**src/rtl/riscv_pipe_pkg.sv**
```systemverilog
// Shared types and encodings for the segmented RV32I pipeline.
// Imported by the fetch stage and by every pipeline register built from if_id_reg.
package riscv_pipe_pkg;

   localparam logic [31:0] NOP_INST = 32'h0000_0013;
   localparam logic [31:0] EBREAK   = 32'h0010_0073;

   typedef enum logic [1:0] {
      BOOT = 2'd0,
      RUN  = 2'd1,
      HALT = 2'd2
   } fetch_state_t;

   typedef struct packed {
      logic        valid;
      logic [31:0] pc;
      logic [31:0] pc4;
      logic [31:0] inst;
   } if_id_t;

   localparam if_id_t IF_ID_RESET = '{valid: 1'b0, pc: 32'h0, pc4: 32'h0, inst: NOP_INST};

endpackage

```
**src/rtl/if_id_reg.sv**
```systemverilog
// Pipeline register carrying one if_id_t slot; kill inserts a bubble, hold freezes it.
// Kill wins over hold so a squashed slot never survives a stall.
import riscv_pipe_pkg::*;

module if_id_reg (
   input  logic   clk,
   input  logic   rst,
   input  logic   hold,
   input  logic   kill,
   input  if_id_t d,
   output if_id_t q
);

   // NOTE: sequential state uses non-blocking assignments so every register samples pre-edge values.
   always_ff @(posedge clk or posedge rst) begin
      if (rst) begin
         q <= IF_ID_RESET;
      end else if (kill) begin
         q.valid <= 1'b0;
         q.inst  <= NOP_INST;
      end else if (!hold) begin
         q <= d;
      end
   end

endmodule

```
**src/rtl/fetch_stage.sv**
```systemverilog
// IF stage: PC register, BOOT/RUN/HALT fetch FSM, redirect alignment check and fetch counter.
// Loads the IF/ID register; instruction memory is combinational on imem_addr.
import riscv_pipe_pkg::*;

module fetch_stage #(
   parameter logic [31:0] RESET_PC = 32'h0000_0000
) (
   input  logic        clk,
   input  logic        rst,
   output logic [31:0] imem_addr,
   input  logic [31:0] imem_inst,
   input  logic        stall,
   input  logic        flush,
   input  logic        redirect,
   input  logic [31:0] redirect_pc,
   input  logic        resume,
   output logic        if_id_valid,
   output logic [31:0] if_id_pc,
   output logic [31:0] if_id_pc4,
   output logic [31:0] if_id_inst,
   output logic        halted,
   output logic        misalign_err,
   output logic [31:0] fetch_count
);

   fetch_state_t state, nextState;
   logic [31:0]  pcReg, pcNext, pcPlus4, countReg;
   logic         misalignReg, misalignNext;
   logic         ifIdKill, ifIdHold, countInc, targetAligned;
   if_id_t       ifIdD, ifIdQ;

   assign pcPlus4       = pcReg + 32'd4;
   assign targetAligned = (redirect_pc[1:0] == 2'b00);

   always_ff @(posedge clk or posedge rst) begin
      if (rst) begin
         state       <= BOOT;
         pcReg       <= RESET_PC;
         countReg    <= 32'h0;
         misalignReg <= 1'b0;
      end else begin
         state       <= nextState;
         pcReg       <= pcNext;
         misalignReg <= misalignNext;
         if (countInc) countReg <= countReg + 32'd1;
      end
   end

   // NOTE: every signal assigned in a combinational block gets a default first, so no latch is inferred.
   always_comb begin
      nextState = state;
      case (state)
         BOOT: nextState = RUN;
         RUN: begin
            if (redirect)                   nextState = targetAligned ? RUN : HALT;
            else if (flush || stall)        nextState = RUN;
            else if (imem_inst == EBREAK)   nextState = HALT;
         end
         HALT: begin
            if (redirect)    nextState = targetAligned ? RUN : HALT;
            else if (resume) nextState = RUN;
         end
         default: nextState = BOOT;
      endcase
   end

   always_comb begin
      pcNext       = pcReg;
      misalignNext = misalignReg;
      ifIdKill     = 1'b0;
      ifIdHold     = 1'b0;
      countInc     = 1'b0;
      case (state)
         RUN: begin
            if (redirect) begin
               ifIdKill = 1'b1;
               if (targetAligned) pcNext = redirect_pc;
               else               misalignNext = 1'b1;
            end else if (flush) begin
               ifIdKill = 1'b1;
            end else if (stall) begin
               ifIdHold = 1'b1;
            end else begin
               pcNext   = pcPlus4;
               countInc = 1'b1;
            end
         end
         HALT: begin
            ifIdKill = 1'b1;
            if (resume) misalignNext = 1'b0;
            if (redirect) begin
               if (targetAligned) pcNext = redirect_pc;
               else               misalignNext = 1'b1;
            end
         end
         default: ifIdKill = 1'b1;
      endcase
   end

   assign ifIdD = '{valid: 1'b1, pc: pcReg, pc4: pcPlus4, inst: imem_inst};

   if_id_reg uIfIdReg (
      .clk  (clk),
      .rst  (rst),
      .hold (ifIdHold),
      .kill (ifIdKill),
      .d    (ifIdD),
      .q    (ifIdQ)
   );

   assign imem_addr    = pcReg;
   assign if_id_valid  = ifIdQ.valid;
   assign if_id_pc     = ifIdQ.pc;
   assign if_id_pc4    = ifIdQ.pc4;
   assign if_id_inst   = ifIdQ.inst;
   assign halted       = (state == HALT);
   assign misalign_err = misalignReg;
   assign fetch_count  = countReg;

endmodule

```
**config.mk**
```make
export PLATFORM = sky130hd
export DESIGN_NAME = fetch_stage
export DESIGN_NICKNAME = d
export VERILOG_FILES = /design/src/rtl/riscv_pipe_pkg.sv /design/src/rtl/if_id_reg.sv /design/src/rtl/fetch_stage.sv
export SDC_FILE = /design/constraint.sdc
export NUM_CORES = 1
export LEC_CHECK = 0
export CORE_MARGIN = 2
export CORE_UTILIZATION = 40
export CTS_BUF_LIST = sky130_fd_sc_hd__clkbuf_4
export CTS_CLUSTER_SIZE = 28
export DETAILED_ROUTE_END_ITERATION = 10
export HOLD_SLACK_MARGIN = 0.1
export PLACE_DENSITY = 0.79
export SYNTH_ARGS = -nofsm -noshare
export SYNTH_HDL_FRONTEND = slang
export SYNTH_SLANG_ARGS = --single-unit
```
**constraint.sdc**
```tcl
create_clock -name clk -period 10.3 [get_ports clk]
set_input_delay 1.545 -clock clk [delete_from_list [all_inputs] [get_ports clk]]
set_output_delay 1.545 -clock clk [all_outputs]
set_load 0.02 [all_outputs]
```
==> impl_metrics.yaml, run 1 <==
yosys:
  syn-instance-count: 781
  seq_area_frac_synth: 0.532
  yosysWarnings: 0
  synth_area_leaders: "dfrtp_1, nand2_1, xnor2_1"
  yosysTopAreaCellShare: 0.522
  synth_ff_type: "dfrtp_1"
  synthesis.area_um2: 7620
  synth_cell_types: 54
  synth_fp_nets: 857
  synth_edf_count: 0
  async_flop_share: 1.00
  synth_area_leader_cell: "dfrtp_1"
  avgSynthCellArea_um2: 9.76
  ys_ff_latch: 162
timing:
  fin_crit_ns: 4.08
  clock.fmax_ghz: 0.245
  worstMarginPinSlew_ns: 1.17
  min_period_over_period: 0.396
  hold_viol: 0
  finalSetupTns_ns: 0
  rsz0062_at_grt: "no"
  setup_viol: 0
  fin_skew_ns: 0.0213
  relSlewSlack: 0.216
  slew_violations: 0
cts:
  cts_hold_buf: 0
  cts_tree: "built"
  h-tree-depth: 4
  cts.clk_slew.worst_paths_ns: 0.17
  cts.sinks: 162
  cts-root-buf: "clkbuf_4"
  post_cts_buffers: 0
  cts-resized-gates: 0
  clk_latency_ns: 0.56
  cts_buffers: 17
  clock_path_buffers: 2
placed_design:
  place.gp.congestion: 0.827
  port_buffers: 232
  place_area_um2: 10100
  placedCellCount: 1201
  dpl.hpwl_um: 15300
power:
  switching_share: 0.432
  pwr-share-comb: 0.442
  p_clk_frac: 0.155
  total_power_w: 0.00257
  power_switching_w: 0.00111
  seq_power_share: 0.403
  p_leak_nw: 4.48
  power.internal_w: 0.00146
  ir_drop_v: 0.000164
  power_per_cell_area_nw_per_um2: 248
critical_path:
  timing.rr.start: "state[1]"
  worstPathArrival_ns: 4.53
  critPathKind: "input pin to flip-flop"
  r2r_slack_ns: 7.26
  reg2regPathDepth: 6
  cpLargestDelayFamily: "buffers and inverters"
  cp-start-kind: "input pin"
  crit_path_top_delay_cell: "buf_2"
  end_kind: "flip-flop"
  path_buf_inv: 2
  crit_path_cell_trace: "buf_2 -> nor2_1 -> nand3b_1 -> buf_4 -> o21ai_0 -> mux2_2"
  cp_data_required_time_ns: 10.75
  slowest_delay_ns: 0.78
  crit_fanout: 63
  r2r_end: "state[0]"
route:
  drcViolationCount: 0
  num_vias: 6513
  first_pass_iters: 4
  ant_nets: 0
  drtIter0Drc: 323
  wl_per_cell_um: 17.5
  routed_via_density: 5.28
  drt_wl_total_um: 21600
hold_path:
  min-delay-start: "fetch_count[31]"
  hold_path_class: "flip-flop to flip-flop"
  hold-path-cell-count: 1
  holdPathEnd: "fetch_count[31]"
final_layout:
  stdcell_count: 1233
  fill_cells: 1658
  final_common_cell: "clkdlybuf4s50_1"
  final_cell_mix: "clkdlybuf4s50_1, nand2_1, dfrtp_1, nor2_1, o21ai_0"
  fin_area_um2: 10400
  diodes: 0
  utilization: 0.555
  nets: 1062
  drive_above_1_share: 0.0601
  areaGrowthSynthToFinish_pct: 36.3
global_routing:
  overflow: 0
  grt_antenna_before_repair: 0
  track_usage: 0.214
  grt_start_max_net_pins: 100
  grt_pass1_vias: 6392
  grt_pass1_wl_um: 34100
floorplan:
  ioPinCount: 233
  row_count: 50
  die_w_um: 142
  die_area_um2: 20200
  start_util: 0.407
  core_um2: 18700
  die_h_um: 142
status:
  status: "complete, no violations"
flow_run:
  max_cap_violations: 0
registers in the layout (all words and copies together), names as in the netlist:
register and count:
uIfIdReg.q 95, misalign_err 1, fetch_count 32, imem_addr 32
state 2
per-stage QoR:
| step | hold slack [ns] | setup WS, ns |
|---|---|---|
| 2_1_floorplan | 0.454 | 4.38 |
| 3_3_place_gp | 0.460 | 5.73 |
| 3_5_place_dp | 0.462 | 5.68 |
| 4_1_cts | 0.496 | 6.29 |
| 5_1_grt | 0.519 | 5.98 |
| 6_report | 0.498 | 6.22 |
worst max-delay path by stage:
stage                     start              to  slack [ns]  depth (start not counted)
after floorplan             rst  fetch_count[0]        4.38                          1
after global placement    stall        state[0]        5.73                          6
after detailed placement  stall        state[0]        5.68                          6
after CTS                 stall        state[0]        6.29                          6
after global routing      stall        state[0]        5.98                          6
final                     stall        state[0]        6.22                          6
layer usage:
layer  track usage  up-vias  part of all wire
met3        0.0784       23             0.087
met1         0.279     3153              0.44
met4        0.0484        0             0.013
met2         0.342      223              0.46
met5             0        -                 0
li1              -     3114                 -
cells in the mapped netlist, types with 2 or more instances:
cell	count
nor2b_1	3
dfrtp_1	159
a2bb2oi_1	10
nor4_1	7
and3_1	10
o31ai_1	5
a211o_1	3
clkbuf_1	34
buf_1	3
inv_1	9
nand2_1	161
and2_1	6
a311oi_1	6
o22a_1	4
nand4_2	2
mux2i_1	29
clkbuf_2	2
and4_1	9
xor2_1	23
nand4_1	21
nor2_1	64
xnor2_1	36
nor4_2	2
o2bb2ai_1	3
a21oi_1	33
or3b_2	2
nand3_1	22
o21ai_0	42
o22ai_1	9
nor4_4	3
buf_2	8
dfstp_2	3
a31oi_1	4
nor3_1	14
ha_1	6
buf_4	4
or2_2	3
layout make-up:
cell class / instances / area, um2 / share of cell area
Clock inverter: 15 / 191 / 0.0184
Inverter: 9 / 38.8 / 0.00373
Sequential cell: 162 / 4060 / 0.391
Timing Repair Buffer: 237 / 2350 / 0.227
Clock buffer: 17 / 128 / 0.0123
Tap cell: 234 / 293 / 0.0282
Multi-Input combinational cell: 559 / 3320 / 0.320
power by group through the flow:
stage / sequential (W) / combinational (W) / clock (W)
6_report: 0.00104 / 0.00114 / 0.000398
3_3_place_gp: 0.00104 / 0.00112 / 0
3_5_place_dp: 0.00104 / 0.00114 / 0
4_1_cts: 0.00104 / 0.00115 / 0.000410
2_1_floorplan: 0.00120 / 0.000437 / 0
5_1_grt: 0.00106 / 0.00123 / 0.000434
kinds of logic after synthesis:
logic type / share of synthesized area
flops: 0.532
compound gates: 0.103
buf+inv: 0.0332
xor+xnor: 0.0678
mux: 0.0396
fa+ha+maj: 0.00985
simple gates: 0.214
Note: power is estimated with default switching activity, not from simulation.
==> inputs of run 2 (changes only) <==
==> constraint.sdc (replaced) <==
create_clock -name clk -period 4.09 [get_ports clk]
set_input_delay 0.6135 -clock clk [delete_from_list [all_inputs] [get_ports clk]]
set_output_delay 0.6135 -clock clk [all_outputs]
set_load 0.02 [all_outputs]
==> impl_metrics.yaml, run 2 (same netlist as run 1, synthesis figures left out) <==
route:
  routed_via_density: 5.30
  ant_nets: 0
  num_vias: 6566
  wl_per_cell_um: 17.4
  drcViolationCount: 0
  drtIter0Drc: 332
  first_pass_iters: 4
  drt_wl_total_um: 21600
cts:
  cts-resized-gates: 0
  cts-root-buf: "clkbuf_4"
  cts.clk_slew.worst_paths_ns: 0.16
  clk_latency_ns: 0.57
  clock_path_buffers: 2
  h-tree-depth: 4
  cts_hold_buf: 0
  cts.sinks: 162
  post_cts_buffers: 0
  cts_tree: "built"
  cts_buffers: 17
timing:
  hold_viol: 0
  rsz0062_at_grt: "no"
  fin_skew_ns: 0.0284
  finalSetupTns_ns: 0
  worstMarginPinSlew_ns: 1.07
  min_period_over_period: 0.672
  relSlewSlack: 0.287
  setup_viol: 0
  clock.fmax_ghz: 0.364
  fin_crit_ns: 2.75
  slew_violations: 0
critical_path:
  r2r_end: "imem_addr[12]"
  path_buf_inv: 2
  crit_fanout: 7
  timing.rr.start: "state[0]"
  cpLargestDelayFamily: "buffers and inverters"
  worstPathArrival_ns: 2.13
  crit_path_cell_trace: "inv_1 -> ha_1 -> clkdlybuf4s50_1"
  reg2regPathDepth: 8
  slowest_delay_ns: 0.70
  cp_data_required_time_ns: 3.48
  end_kind: "primary output"
  critPathKind: "flip-flop to primary output"
  cp-start-kind: "flip-flop"
  r2r_slack_ns: 1.45
  crit_path_top_delay_cell: "clkdlybuf4s50_1"
final_layout:
  nets: 1066
  largest_reg_flops: 95
  stdcell_count: 1238
  final_common_cell: "clkdlybuf4s50_1"
  fill_cells: 1674
  final_cell_mix: "clkdlybuf4s50_1, nand2_1, dfrtp_1, nor2_1, o21ai_0"
  areaGrowthSynthToFinish_pct: 37.2
  drive_above_1_share: 0.0638
  top_register: "uIfIdReg.q"
floorplan:
  die_h_um: 142
  die_w_um: 142
  row_count: 50
  core_um2: 18700
  die_area_um2: 20200
  ioPinCount: 233
  start_util: 0.407
status:
  status: "complete, no violations"
global_routing:
  use_met2: 0.352
  overflow: 0
  grtUsageMet1: 0.276
  grt_pass1_vias: 6397
  grt_start_max_net_pins: 91
  grt_use_met3: 0.0700
  grt_pass1_wl_um: 34300
  grt.busiest_layer: "met2"
  grt_antenna_before_repair: 1
  track_usage: 0.216
power:
  p_leak_nw: 4.51
  power_per_cell_area_nw_per_um2: 617
  ir_drop_v: 0.000391
flow_run:
  max_cap_violations: 0
placed_design:
  placedCellCount: 1205
  dpl.hpwl_um: 15600
  port_buffers: 232
  place.gp.congestion: 0.815
hold_path:
  hold-path-cell-count: 2
  hold_path_class: "flip-flop to flip-flop"
  min-delay-start: "uIfIdReg.q[88]"
  holdPathEnd: "uIfIdReg.q[88]"
run 2: changes by cell type in the layout (fill, tap and decap cells not counted), sizes merged:
cell	delta
clkinv	-2
buf	+4
clkinvlp	+2
diode	+1
run 2: worst max-delay path by stage:
| stage | startpoint | endpoint | slack, ns | depth (start not counted) |
|---|---|---|---|---|
| 2_1_floorplan | rst | fetch_count[0] | 1.42 | 1 |
| 3_3_place_gp | redirect | fetch_count[31] | 1.06 | 7 |
| 3_5_place_dp | redirect | fetch_count[31] | 0.93 | 7 |
| 4_1_cts | state[0] | halted | 1.27 | 3 |
| 5_1_grt | state[0] | halted | 1.20 | 3 |
| 6_report | state[0] | halted | 1.34 | 3 |
run 2: worst min-delay path, stage by stage (launching register included):
cell and delay [ns]:
dfrtp_1 0.37, nand2_1 0.05, nand2_1 0.06
run 2: final cells by class:
cell class	instances	area, um2	area share
repair buffers	241	2430	0.233
inverters	9	37.5	0.00359
well taps	234	293	0.0280
flip-flops and latches	162	4060	0.388
clock buffers	17	128	0.0122
diodes	1	2.50	0.000239
clock inverters	15	180	0.0172
multi-input cells	559	3320	0.318
run 2: through the flow:
stage                     instance area [um2]  setup WS, ns  hold WS [ns]  power (W)   util
after detailed placement                10100         0.928         0.462    0.00552  0.542
after floorplan                          7620          1.42         0.454    0.00411      -
final                                   10500          1.34         0.496    0.00646  0.559
after global placement                  10100          1.06         0.460    0.00546  0.542
after CTS                               10500          1.27         0.499    0.00653  0.559
after global routing                    10500          1.20         0.513    0.00688  0.559
run 2: report_power, final:
part,total (W),switching (W),internal [W]
logic,0.00288,0.00155,0.00133
clock network,0.000983,0.000692,0.000291
registers,0.00259,0.000526,0.00207
run 2: metal layers:
metal | wire, um | share of wire | vias up
li1 | - | - | 3136
met1 | 9120 | 0.42 | 3171
met2 | 10200 | 0.47 | 240
met3 | 1950 | 0.090 | 19
met4 | 259 | 0.012 | 0
met5 | 0 | 0 | -
